<file path="config.mk">
export PLATFORM = sky130hd
export DESIGN_NAME = fsm_decode_ref
export DESIGN_NICKNAME = d
export VERILOG_FILES = /design/src/rtl/fsm_decode_ref.sv
export SDC_FILE = /design/constraint.sdc
export NUM_CORES = 1
export LEC_CHECK = 0
export ABC_CLOCK_PERIOD_IN_PS = 2500
export CAP_MARGIN = 20
export CORE_MARGIN = 2
export CORE_UTILIZATION = 49
export DETAILED_ROUTE_END_ITERATION = 8
export GPL_TIMING_DRIVEN = 1
export PLACE_DENSITY = 0.76
export SYNTH_ARGS = -nofsm -noshare
export SYNTH_HDL_FRONTEND = slang
export SYNTH_SLANG_ARGS = --single-unit
</file>
<file path="constraint.sdc">
create_clock -name clk -period 2.5 [get_ports clk]
set_input_delay 0.5 -clock clk [delete_from_list [all_inputs] [get_ports clk]]
set_output_delay 0.5 -clock clk [all_outputs]
set_load 0.02 [all_outputs]
</file>
<file path="src/rtl/fsm_decode_ref.sv">
// Receive-side decode sequencer: captures the shifted word and the pass-through word,
// undoes the encoder's unshift/add/subtract chain and emits the operand pair with a done pulse.
module fsm_decode_ref #(
  parameter int unsigned WIDTH = 8
) (
  input  logic             clk,
  input  logic             rst_n,
  input  logic             start,
  input  logic [WIDTH-1:0] data_in,
  output logic [WIDTH-1:0] a_out,
  output logic [WIDTH-1:0] b_out,
  output logic             done,
  output logic             err
);

  localparam int unsigned STATE_W = 3;

  typedef enum logic [STATE_W-1:0] {
    IDLE    = 3'd0,
    CAP1    = 3'd1,
    CAP2    = 3'd2,
    UNSHIFT = 3'd3,
    ADD     = 3'd4,
    SUB     = 3'd5,
    EMIT1   = 3'd6,
    EMIT2   = 3'd7
  } state_t;

  state_t           state, state_nx;
  logic [WIDTH-1:0] r1, r1_nx;
  logic [WIDTH-1:0] r2, r2_nx;
  logic [WIDTH-1:0] a_nx, b_nx;
  logic             done_nx, err_nx;

  // State and datapath registers; reset aborts any transaction in flight
  always_ff @(posedge clk or negedge rst_n) begin
    if (!rst_n) begin
      state <= IDLE;
      r1    <= '0;
      r2    <= '0;
      a_out <= '0;
      b_out <= '0;
      done  <= 1'b0;
      err   <= 1'b0;
    end else begin
      state <= state_nx;
      r1    <= r1_nx;
      r2    <= r2_nx;
      a_out <= a_nx;
      b_out <= b_nx;
      done  <= done_nx;
      err   <= err_nx;
    end
  end

  // Next-state and register-update decode; every register holds unless its state acts on it
  always_comb begin
    state_nx = IDLE;
    r1_nx    = r1;
    r2_nx    = r2;
    a_nx     = a_out;
    b_nx     = b_out;
    done_nx  = done;
    err_nx   = err;

    case (state)
      IDLE: begin
        done_nx = 1'b0;
        if (start) begin
          err_nx   = 1'b0;
          state_nx = CAP1;
        end else begin
          state_nx = IDLE;
        end
      end
      CAP1: begin
        r1_nx    = data_in;
        state_nx = CAP2;
      end
      CAP2: begin
        r2_nx    = data_in;
        state_nx = UNSHIFT;
      end
      UNSHIFT: begin
        // A set LSB cannot come from a left shift, so flag the word as malformed
        r1_nx    = r1 >> 1;
        err_nx   = r1[0];
        state_nx = ADD;
      end
      ADD: begin
        r1_nx    = WIDTH'(r1 + r2);
        state_nx = SUB;
      end
      SUB: begin
        r1_nx    = WIDTH'(r1 - r2);
        state_nx = EMIT1;
      end
      EMIT1: begin
        a_nx     = r1;
        state_nx = EMIT2;
      end
      EMIT2: begin
        b_nx     = r2;
        done_nx  = 1'b1;
        state_nx = IDLE;
      end
      default: state_nx = IDLE;
    endcase
  end

endmodule

</file>
==> impl_metrics.py <==
metrics = {
    "run_status": {
        "status": "completed",
    },
    "sta": {
        "fin_skew_ns": 0.007728,
        "period_minus_slack_ns": 2.432,
        "min_period_over_period": 0.9726,
        "setup_ws_ns": 0.06845,
        "setup_tns_ns": 0,
        "tightest_slew_ns": 0.8180,
        "finalSetupViolCount": 0,
        "maxSlewViolCount": 0,
        "hold_viol": 0,
        "fmax_mhz": 411.3,
        "relSlewSlack": 0.4547,
        "holdWs_ns": 0.2980,
    },
    "detailed_routing": {
        "wire_per_inst_um": 15.41,
        "ant_nets": 0,
        "routed_wl_um": 4453,
        "vias": 1638,
        "viasPerCell": 5.668,
        "dr.pass1.iters": 4,
        "drtIter0Drc": 49,
        "drc": 0,
    },
    "grt": {
        "antenna_found_initial": 0,
        "grt.total_usage": 0.1984,
        "globalRoute.totalOverflow": 0,
        "grt_max_degree": 38,
        "grt_pass1_wl_um": 7631,
        "grt_pass1_vias": 1553,
    },
    "setup_path": {
        "cp.required_ns": 2.63,
        "cp_common_cell": "ha_1",
        "worst_path_max_delay_cell": "dfrtp_1",
        "rr_worst_depth": 11,
        "r2r-start": "state[1]$_DFF_PN0_",
        "end_kind": "register",
        "worstSetupStartpointType": "register",
        "cp_num_buf_inv": 1,
        "crit_chain": "inv_1 -> ha_1 -> and2_4 -> nor2_2 -> xnor2_1 -> ha_1 -> o211a_1 -> o31a_1 -> or3_1 -> nand3_1 -> a41oi_1",
        "r2r_setup_slack_ns": 0.07,
        "crit_arrival_ns": 2.57,
        "rr_endpoint": "r1[5]$_DFFE_PN0P_",
        "crit_type": "register to register",
        "path_depth": 11,
        "path_max_fanout": 4,
        "cp_slowest_stage_delay_ns": 0.40,
        "crit_family": "simple AND/OR/NAND/NOR gates",
    },
    "synth": {
        "synthTopCellsByArea": "dfrtp_1, mux2_2, ha_1",
        "synthDistinctLibCells": 41,
        "synth_warnings": 0,
        "synth_enable_flop_cells": 0,
        "synthesis.area_um2": 2071,
        "synth.net_count": 223,
        "avgSynthCellArea_um2": 10.41,
        "yosysSeqAreaShare": 0.4471,
        "synth_most_common_cell": "dfrtp_1",
        "ys.flop_type": "dfrtp_1",
        "ys_seq_elements": 37,
        "synthArstFlopShare": 1.000,
        "synth_top_area_cell": "dfrtp_1",
        "netlist_instances": 199,
        "synth_top_area_frac": 0.4471,
        "ys_top_cells_by_count": "dfrtp_1, mux2_2, nand2_1, nor2_1, o21ai_0",
    },
    "floorplan": {
        "ios": 29,
        "dieWidth_um": 69.01,
        "start_util": 0.5140,
        "die_y_um": 69.01,
        "core_um2": 4029,
        "die_area_um2": 4762,
        "rows": 23,
    },
    "layout": {
        "drive_above_1_share": 0.1841,
        "finalNetCount": 262,
        "fin_area_um2": 2536,
        "antenna_cells": 0,
        "area_delta_synth_final_pct": 22.48,
    },
    "place": {
        "portBuffers": 28,
        "gp_congestion": 0.8133,
        "dp_hpwl_um": 3303,
        "placed_cell_area_um2": 2415,
        "pre_cts_slack_ns": 0.04999,
    },
    "min_path": {
        "hold_path.class": "primary input to async pin",
    },
    "cts": {
        "numCtsBuffers": 5,
        "insertion_delay_ns": 0.28,
        "cts_tree": "built",
        "cts_root_buffer": "clkbuf_8",
        "h-tree-depth": 2,
        "cts_max_path_buffers": 2,
        "cts_sinks": 37,
        "path_clk_slew_ns": 0.07,
        "cts-hold-fix-buffers": 0,
    },
    "job": {
        "cap_violations": 0,
    },
}
[cells in the final DEF, fill, tap and decap left out, types with 3 or more instances in the layout]
cell type and n:
clkdlybuf4s50_1 27, o21ai_0 13, dfrtp_1 37, nand3_1 4, xnor2_1 7, nand3b_1 3, ha_1 12, nand2b_1 3
a21oi_1 13, inv_1 11, clkbuf_8 5, buf_4 10, nor2_1 13, nor2b_1 3, o21a_1 3, nand2_1 16
mux2_2 18, a31oi_1 3, clkbuf_1 3
[metal layers]
layer | track usage | part of all wire | up-vias
li1 | - | - | 796
met1 | 0.2756 | 0.46 | 793
met2 | 0.3130 | 0.47 | 41
met3 | 0.04678 | 0.055 | 8
met4 | 0.05229 | 0.014 | 0
met5 | 0 | 0 | -
[repair_timing]
| item | CTS | global route |
|---|---|---|
| setup endpoints to repair | 0 | 3 |
| resized for setup | 0 | 4 |
| setup buffers | 0 | 4 |
[state kept, by name (all words and copies together), names as in the netlist]
register and count:
r2 8, done 1, r1 8, b_out 8, a_out 8, err 1, state 3
[area by class of cell]
cell class / instances / area (µm²)
timing repair buffer: 38 / 350.3
tap: 50 / 62.56
multi-input combinational: 145 / 1076
fill: 353 / 1493
sequential: 37 / 925.9
inverter: 11 / 41.29
clock buffer: 8 / 80.08
[metrics by stage]
step / std cells / utilization
6_report: 289 / 0.6295
3_3_place_gp: 277 / 0.5994
3_5_place_dp: 277 / 0.5994
2_1_floorplan: 199 / -
5_1_grt: 289 / 0.6295
4_1_cts: 285 / 0.6193
[worst max-delay path by stage]
stage | startpoint | endpoint | slack, ns
2_1_floorplan | state[1]$_DFF_PN0_ | r1[5]$_DFFE_PN0P_ | 0.08
3_3_place_gp | state[0]$_DFF_PN0_ | r1[5]$_DFFE_PN0P_ | 0.11
3_5_place_dp | state[1]$_DFF_PN0_ | r1[5]$_DFFE_PN0P_ | 0.05
4_1_cts | state[1]$_DFF_PN0_ | r1[5]$_DFFE_PN0P_ | 0.03
5_1_grt | state[1]$_DFF_PN0_ | r1[6]$_DFFE_PN0P_ | -0.03
6_report | state[1]$_DFF_PN0_ | r1[5]$_DFFE_PN0P_ | 0.07
[cells by family (layout without fill, tap and decap cells)]
group | Yosys count | after routing | synth area share
simple gates | 53 | 53 | 0.1287
xor+xnor | 7 | 7 | 0.02961
compound gates | 54 | 54 | 0.1758
fa+ha+maj | 13 | 13 | 0.08217
mux | 18 | 18 | 0.09788
flops | 37 | 37 | 0.4471
buf+inv | 17 | 57 | 0.03867
Power is not shown: default switching activity piles up to over one toggle a cycle in this logic, so the estimate is an artifact.
